File: src/rtl/axi_lite_mem_rd_bridge.sv
// ----------------------------------------------------------------------------
// axi_lite_mem_rd_bridge
//
// Read-only AXI4-Lite slave that gives an external host access to the data
// memory through the memory's I/O read port (axi_A / axi_RD). Only one read is
// outstanding at a time. The memory has a 1-cycle synchronous read, so every
// read takes two internal cycles (RD0: address sampled, RD1: data captured)
// before the response appears on R.
//
// Optional feature (compile-time macro): AXI_RD_ERR_CHECK_EN
//   defined   : misaligned or out-of-window addresses get an immediate SLVERR
//               with rdata = 0 and no memory read.
//   undefined : no checking; rresp is always OKAY. Out-of-window addresses
//               wrap modulo the memory size and the low two bits are ignored.
//
// Ports
//   clk, rst_n     clock, asynchronous active-low reset
//   s_axi_araddr   AR byte address (sampled only on the AR handshake)
//   s_axi_arvalid  AR valid
//   s_axi_arready  AR ready (registered)
//   s_axi_rdata    R data (registered, stable until accepted)
//   s_axi_rresp    R response: 2'b00 OKAY, 2'b10 SLVERR
//   s_axi_rvalid   R valid (registered)
//   s_axi_rready   R ready
//   mem_A          byte offset into memory (araddr - BASE_ADDR), held between
//                  AR handshakes
//   mem_RD         memory read data, valid the cycle after mem_A is sampled
// ----------------------------------------------------------------------------
module axi_lite_mem_rd_bridge #(
    parameter int                    DATA_WIDTH      = 32,
    parameter int                    ADDR_WIDTH      = 32,
    parameter int                    ADDR_REAL_WIDTH = 15,
    parameter logic [ADDR_WIDTH-1:0] BASE_ADDR       = '0
) (
    input  logic                  clk,
    input  logic                  rst_n,
    input  logic [ADDR_WIDTH-1:0] s_axi_araddr,
    input  logic                  s_axi_arvalid,
    output logic                  s_axi_arready,
    output logic [DATA_WIDTH-1:0] s_axi_rdata,
    output logic [1:0]            s_axi_rresp,
    output logic                  s_axi_rvalid,
    input  logic                  s_axi_rready,
    output logic [ADDR_WIDTH-1:0] mem_A,
    input  logic [DATA_WIDTH-1:0] mem_RD
);

    localparam logic [1:0] RESP_OKAY   = 2'b00;
    localparam logic [1:0] RESP_SLVERR = 2'b10;
    // log2 of the memory size in bytes
    localparam int         SIZE_SH     = ADDR_REAL_WIDTH + 2;

    typedef enum logic [1:0] {IDLE, RD0, RD1, RESP} state_t;

    state_t                state_q;
    logic                  arready_q;
    logic                  rvalid_q;
    logic [DATA_WIDTH-1:0] rdata_q;
    logic [1:0]            rresp_q;
    logic [ADDR_WIDTH-1:0] mem_a_q;

    // Next mem_A value; subtraction wraps modulo 2^ADDR_WIDTH.
    logic [ADDR_WIDTH-1:0] mem_a_d;
    assign mem_a_d = s_axi_araddr - BASE_ADDR;

    // Offset beyond the memory window. Checked on the offset rather than on
    // BASE_ADDR + size so the comparison itself cannot overflow.
    logic oor;
    generate
        if (SIZE_SH >= ADDR_WIDTH) begin : g_oor_none
            assign oor = 1'b0;
        end else begin : g_oor_chk
            assign oor = (mem_a_d >> SIZE_SH) != '0;
        end
    endgenerate

    logic req_err;
`ifdef AXI_RD_ERR_CHECK_EN
    assign req_err = (s_axi_araddr[1:0] != 2'b00) ||
                     (s_axi_araddr < BASE_ADDR)   ||
                     oor;
`else
    logic unused_oor;
    assign unused_oor = oor;
    assign req_err    = 1'b0;
`endif

    always_ff @(posedge clk or negedge rst_n) begin
        if (!rst_n) begin
            state_q   <= IDLE;
            arready_q <= 1'b0;
            rvalid_q  <= 1'b0;
            rdata_q   <= '0;
            rresp_q   <= RESP_OKAY;
            mem_a_q   <= '0;
        end else begin
            case (state_q)
                IDLE: begin
                    // arready is low only on the first cycle out of reset.
                    if (!arready_q) begin
                        arready_q <= 1'b1;
                    end else if (s_axi_arvalid) begin
                        arready_q <= 1'b0;
                        mem_a_q   <= mem_a_d;
                        if (req_err) begin
                            rvalid_q <= 1'b1;
                            rdata_q  <= '0;
                            rresp_q  <= RESP_SLVERR;
                            state_q  <= RESP;
                        end else begin
                            state_q  <= RD0;
                        end
                    end
                end
                // Memory samples mem_A at the end of this cycle.
                RD0: state_q <= RD1;
                RD1: begin
                    rdata_q  <= mem_RD;
                    rresp_q  <= RESP_OKAY;
                    rvalid_q <= 1'b1;
                    state_q  <= RESP;
                end
                RESP: begin
                    if (s_axi_rready) begin
                        rvalid_q  <= 1'b0;
                        arready_q <= 1'b1;
                        state_q   <= IDLE;
                    end
                end
                default: state_q <= IDLE;
            endcase
        end
    end

    assign s_axi_arready = arready_q;
    assign s_axi_rvalid  = rvalid_q;
    assign s_axi_rdata   = rdata_q;
    assign s_axi_rresp   = rresp_q;
    assign mem_A         = mem_a_q;

endmodule

File: config.mk
export PLATFORM = sky130hd
export DESIGN_NAME = axi_lite_mem_rd_bridge
export DESIGN_NICKNAME = d
export VERILOG_FILES = /design/src/rtl/axi_lite_mem_rd_bridge.sv
export SDC_FILE = /design/constraint.sdc
export NUM_CORES = 1
export LEC_CHECK = 0
export BUFFER_PORTS_ARGS = -buffer_cell sky130_fd_sc_hd__buf_2
export CAP_MARGIN = 15
export CORE_MARGIN = 2
export CORE_UTILIZATION = 47
export CTS_BUF_LIST = sky130_fd_sc_hd__clkbuf_4
export CTS_CLUSTER_SIZE = 12
export DETAILED_ROUTE_END_ITERATION = 8
export GPL_TIMING_DRIVEN = 0
export PLACE_DENSITY_LB_ADDON = 0.12
export SYNTH_ARGS = -nofsm -noshare
export SYNTH_HDL_FRONTEND = slang
export SYNTH_SLANG_ARGS = --single-unit
File: constraint.sdc
create_clock -name clk -period 1.5 [get_ports clk]
set_input_delay 0.225 -clock clk [delete_from_list [all_inputs] [get_ports clk]]
set_output_delay 0.225 -clock clk [all_outputs]
set_load 0.05 [all_outputs]
# Word level (Yosys, flattened, before mapping)
# Index checks and enable logic that the tools add are counted.
# op_classes
n_eq_ne	6
muxes	10
reduce_logical	7
# ops
cell	n
$pmux W2 S4	1
$mux W2	3
$ne A2 B2 Y1 const B	3
$reduce_and A3 Y1	2
$eq A2 B2 Y1 const B	2
$mux W1	4
$pmux W1 S2	2
$reduce_and A2 Y1	2
$reduce_bool A2 Y1	2
$eq A2 B1 Y1 const B	1
$logic_not A2 Y1	1
# word_totals
ff_bits	68
in_bits	68

# Logic depth before layout (Yosys ltp)
# depth
word_depth	3
depth_mapped	6
depth_no_buf	5

# Worst setup path before layout
# Ideal clock, no wire load.
# synth_timing
path_type	register -> register
start	reg arready_q (netlist: s_axi_arready)
end	reg mem_a_q[10] (netlist: mem_A[10])
setup_time_ns	0.125
arrival_time_ns	1.345
t_required_ns	1.375
slack_ns	0.030
stages_incl_launch_ff	4
n_path_buf	1
cell_sequence	dfrtp_1 nand3_4 buf_6 mux2_4
# synth_via
elab_chain_len	1
# synth_lines
element	line_no	source
start: declaration	56	logic arready_q;
start signal: assignment	91	arready_q <= 1'b0;
start signal: assignment	101	arready_q <= 1'b1;
start signal: assignment	103	arready_q <= 1'b0;
$reduce_and A3 Y1 (no source line)	-	
end signal: assignment	104	mem_a_q <= mem_a_d;
end: declaration	60	logic [ADDR_WIDTH-1:0] mem_a_q;
# Every way passes these cells.
# A chain may end at the register's enable or synchronous reset.

# Worst setup path in the final report
# layout_timing
start	reg state_q[1]
end	reg mem_a_q[3] (netlist: mem_A[3])
# layout_via
elab_chain_len	2
# layout_lines
element	line_no	source
start: declaration	55	state_t state_q;
start signal: assignment	90	state_q <= IDLE;
start signal: assignment	109	state_q <= RESP;
start signal: assignment	111	state_q <= RD0;
$logic_not A2 Y1	97	case (state_q)
$reduce_and A3 Y1 (no source line)	-	
# Every way passes these cells.

==> run summary <==
Post-Route WL: 5240 um
Post-synthesis mux area share: 30.8%
Layout Cells excl Fill: 382
CP arrival: 1.69 ns
Inserted Clock Buffers: 9
Slew headroom: 44.3%
Hold Slack: 0.0582 ns
FF+latch count, synth: 68
Worst Hold End: mem_A[28]
R2r endpoint: mem_A[3]
Tot GR Track Use: 17.2%
Crit path max fanout: 10
Initial DRC Count: 60
Post-synthesis adder-cell area fraction: 1.37%
Starting density of the core: 49.0%
Setup Crit Path Kind: reg2reg
Design area: 3680 um^2
Startpoint types: register
FF-to-FF path depth: 5
Area leader, netlist: dfrtp_1
Seq/Total Area, Yosys: 62.3%
FF-to-FF Start: state_q[1]
Die area: 6440 um^2
Via count: 1,783
Standard-cell rows: 27
Slew at the pin closest to its max-slew limit: 0.835 ns
Finished Core Util: 66.1%
Synthesized instance count: 159
Setup Fix Bufs, Post-CTS: 0
Vias in the first global route: 1,777
H-tree Lvls: 3
FF-to-FF setup slack: 0.07 ns
CTS Sinks: 68
Clock Latency Late Sink: 0.38 ns
Worst-path clk slew: 0.10 ns
WP data required: 1.76 ns
Routability Congestion: 0.698
Synthesized area per cell: 17.2 um^2
Number of synthesis warnings: 0
Setup crit end kind: register
Status: completed
Router iterations before antenna repair: 4
Number of routed nets with antenna violations: 0
Highest Clock Rate: 700 MHz
CTS tree: done
Max_cap viols: 0
Top cell type's share of synthesized area: 62.3%
Post-Synth Simple-Gate Area: 1.15%
Initial antenna violation count: 0
Fillers: 430
Die width: 80.2 um
# diodes: 0
HP Start: s_axi_araddr[28]
Via-to-Cell Ratio: 4.67
Area growth, synth to finish: 34.9%
Mapped cell area: 2730 um^2
First-pass GRT wire length: 8220 um
Largest family of logic cells by synthesized area: multiplexers
I/O pin total: 136
Post-DP HPWL: 3860 um
Core Footprint: 5570 um^2
Slew Viols, Final: 0
Placed instance count: 365
Synth Area in XOR/XNOR: 0%
Final hold violation count: 0
DIE HEIGHT: 80.2 um
Drt wl/cell: 13.7 um
Grt ovf: 0
PortBufs: 133
Final min period: 1.43 ns
Share of layout cells above drive strength 1: 72.6%
Hold Crit Class: in2reg
Area post-placement: 3490 um^2
Post-synthesis cell type count: 17
CTS root buffer: clkbuf_4
Largest net degree at the start of global routing: 69
Final setup fails: 0
Final period util: 95.2%
Final #Nets: 376
Worst Clk Skew: 0.0137 ns
Top cells by area, synth: dfrtp_1, mux2_4, mux2_2
Clock Tree Buf Depth: 2
DRC: 0
Worst hold stages: 2
Compound-Gate Fraction of Synth Area: 1.33%
-- layout make-up --
cell class | count | area (um^2) | share of cell area [%]
multi-input combinational | 80 | 970 | 26.3
sequential | 68 | 1700 | 46.2
buffer | 9 | 97.6 | 2.65
clock buffer | 13 | 97.6 | 2.65
timing repair buffer | 134 | 678 | 18.4
clock inverter | 3 | 37.5 | 1.02
inverter | 3 | 11.3 | 0.306
tap | 72 | 90.1 | 2.45
-- through the flow --
stage | worst slack (ns) | TNS, ns
after detailed placement | -0.0574 | -1.95
after floorplan | 0.0300 | 0
final | 0.0720 | 0
after global routing | -0.00136 | -0.00223
after global placement | -0.103 | -7.66
after CTS | -0.000656 | -0.00118
-- what timing repair did --
| item | in CTS | in global routing |
|---|---|---|
| resized for setup | 7 | 7 |
| hold buffers | 1 | 0 |
| setup endpoints to repair | 57 | 59 |
| hold endpoints to repair | 68 | 0 |
-- synth_stat cells --
master	number
dfrtp_1	68
mux2_2	36
buf_4	2
mux2_4	29
conb_1	1
o22ai_1	1
o21ai_0	3
ha_1	3
a21oi_1	1
o32a_1	1
nor2b_1	1
inv_1	3
buf_6	3
nand3_4	1
nand2_1	1
nor2_1	1
buf_2	4
-- layout by cell type (no fill, tap or decap) --
master / synthesis / layout
buf_6: 3 / 6
conb_1: 1 / 2
clkbuf_4: 0 / 13
inv_1: 3 / 2
nand2_1: 1 / 1
ha_4: 0 / 1
o32a_1: 1 / 1
nand3_4: 1 / 1
nor2_1: 1 / 1
inv_2: 0 / 1
a21oi_2: 0 / 1
o22ai_1: 1 / 1
dlygate4sd3_1: 0 / 1
buf_8: 0 / 1
buf_4: 2 / 3
nor2b_1: 1 / 1
dfrtp_1: 68 / 68
mux2_4: 29 / 29
ha_1: 3 / 2
clkinv_1: 0 / 2
bufinv_16: 0 / 1
buf_2: 4 / 132
o21ai_0: 3 / 3
mux2_2: 36 / 36
-- cells by family (layout without fill, tap and decap cells) --
group	count (synthesis)	count (layout)
AO/OA/AOI/OAI	6	6
adder cells (fa/ha/maj)	3	3
buffers and inverters	12	162
flip-flops	68	68
multiplexers	65	65
other	1	2
AND/OR/NAND/NOR	4	4
-- worst max path at each step --
stage | from | to | slack (ns) | cells past startpoint
after floorplan | s_axi_arready | mem_A[10] | 0.03 | 3
after global placement | rst_n | mem_A[26] | -0.10 | 1
after detailed placement | state_q[0] | s_axi_rdata[3] | -0.06 | 5
after CTS | state_q[0] | mem_A[5] | -0.0007 | 5
after global routing | state_q[1] | mem_A[5] | -0.001 | 5
final | state_q[1] | mem_A[3] | 0.07 | 5
-- registers in the layout, indices dropped and copies added (netlist names) --
signal and cells:
mem_A 32, s_axi_rdata 32, state_q 2, s_axi_arready 1
s_axi_rvalid 1
-- layer usage --
| metal | part of all wire [%] | up-vias | GRT usage (%) |
|---|---|---|---|
| met1 | 42 | 847 | 20.9 |
| met3 | 8.7 | 10 | 5.73 |
| met5 | 0 | - | 0 |
| li1 | - | 846 | - |
| met2 | 48 | 80 | 26.9 |
| met4 | 1.9 | 0 | 9.32 |
-- worst max-delay path: stages, from the launching register on --
cell     delay, ns
dfrtp_1       0.43
inv_1         0.10
ha_4          0.17
nand3_4       0.11
buf_6         0.19
mux2_4        0.30
Power is not shown: default switching activity piles up to over one toggle a cycle in this logic, so the estimate is an artifact.
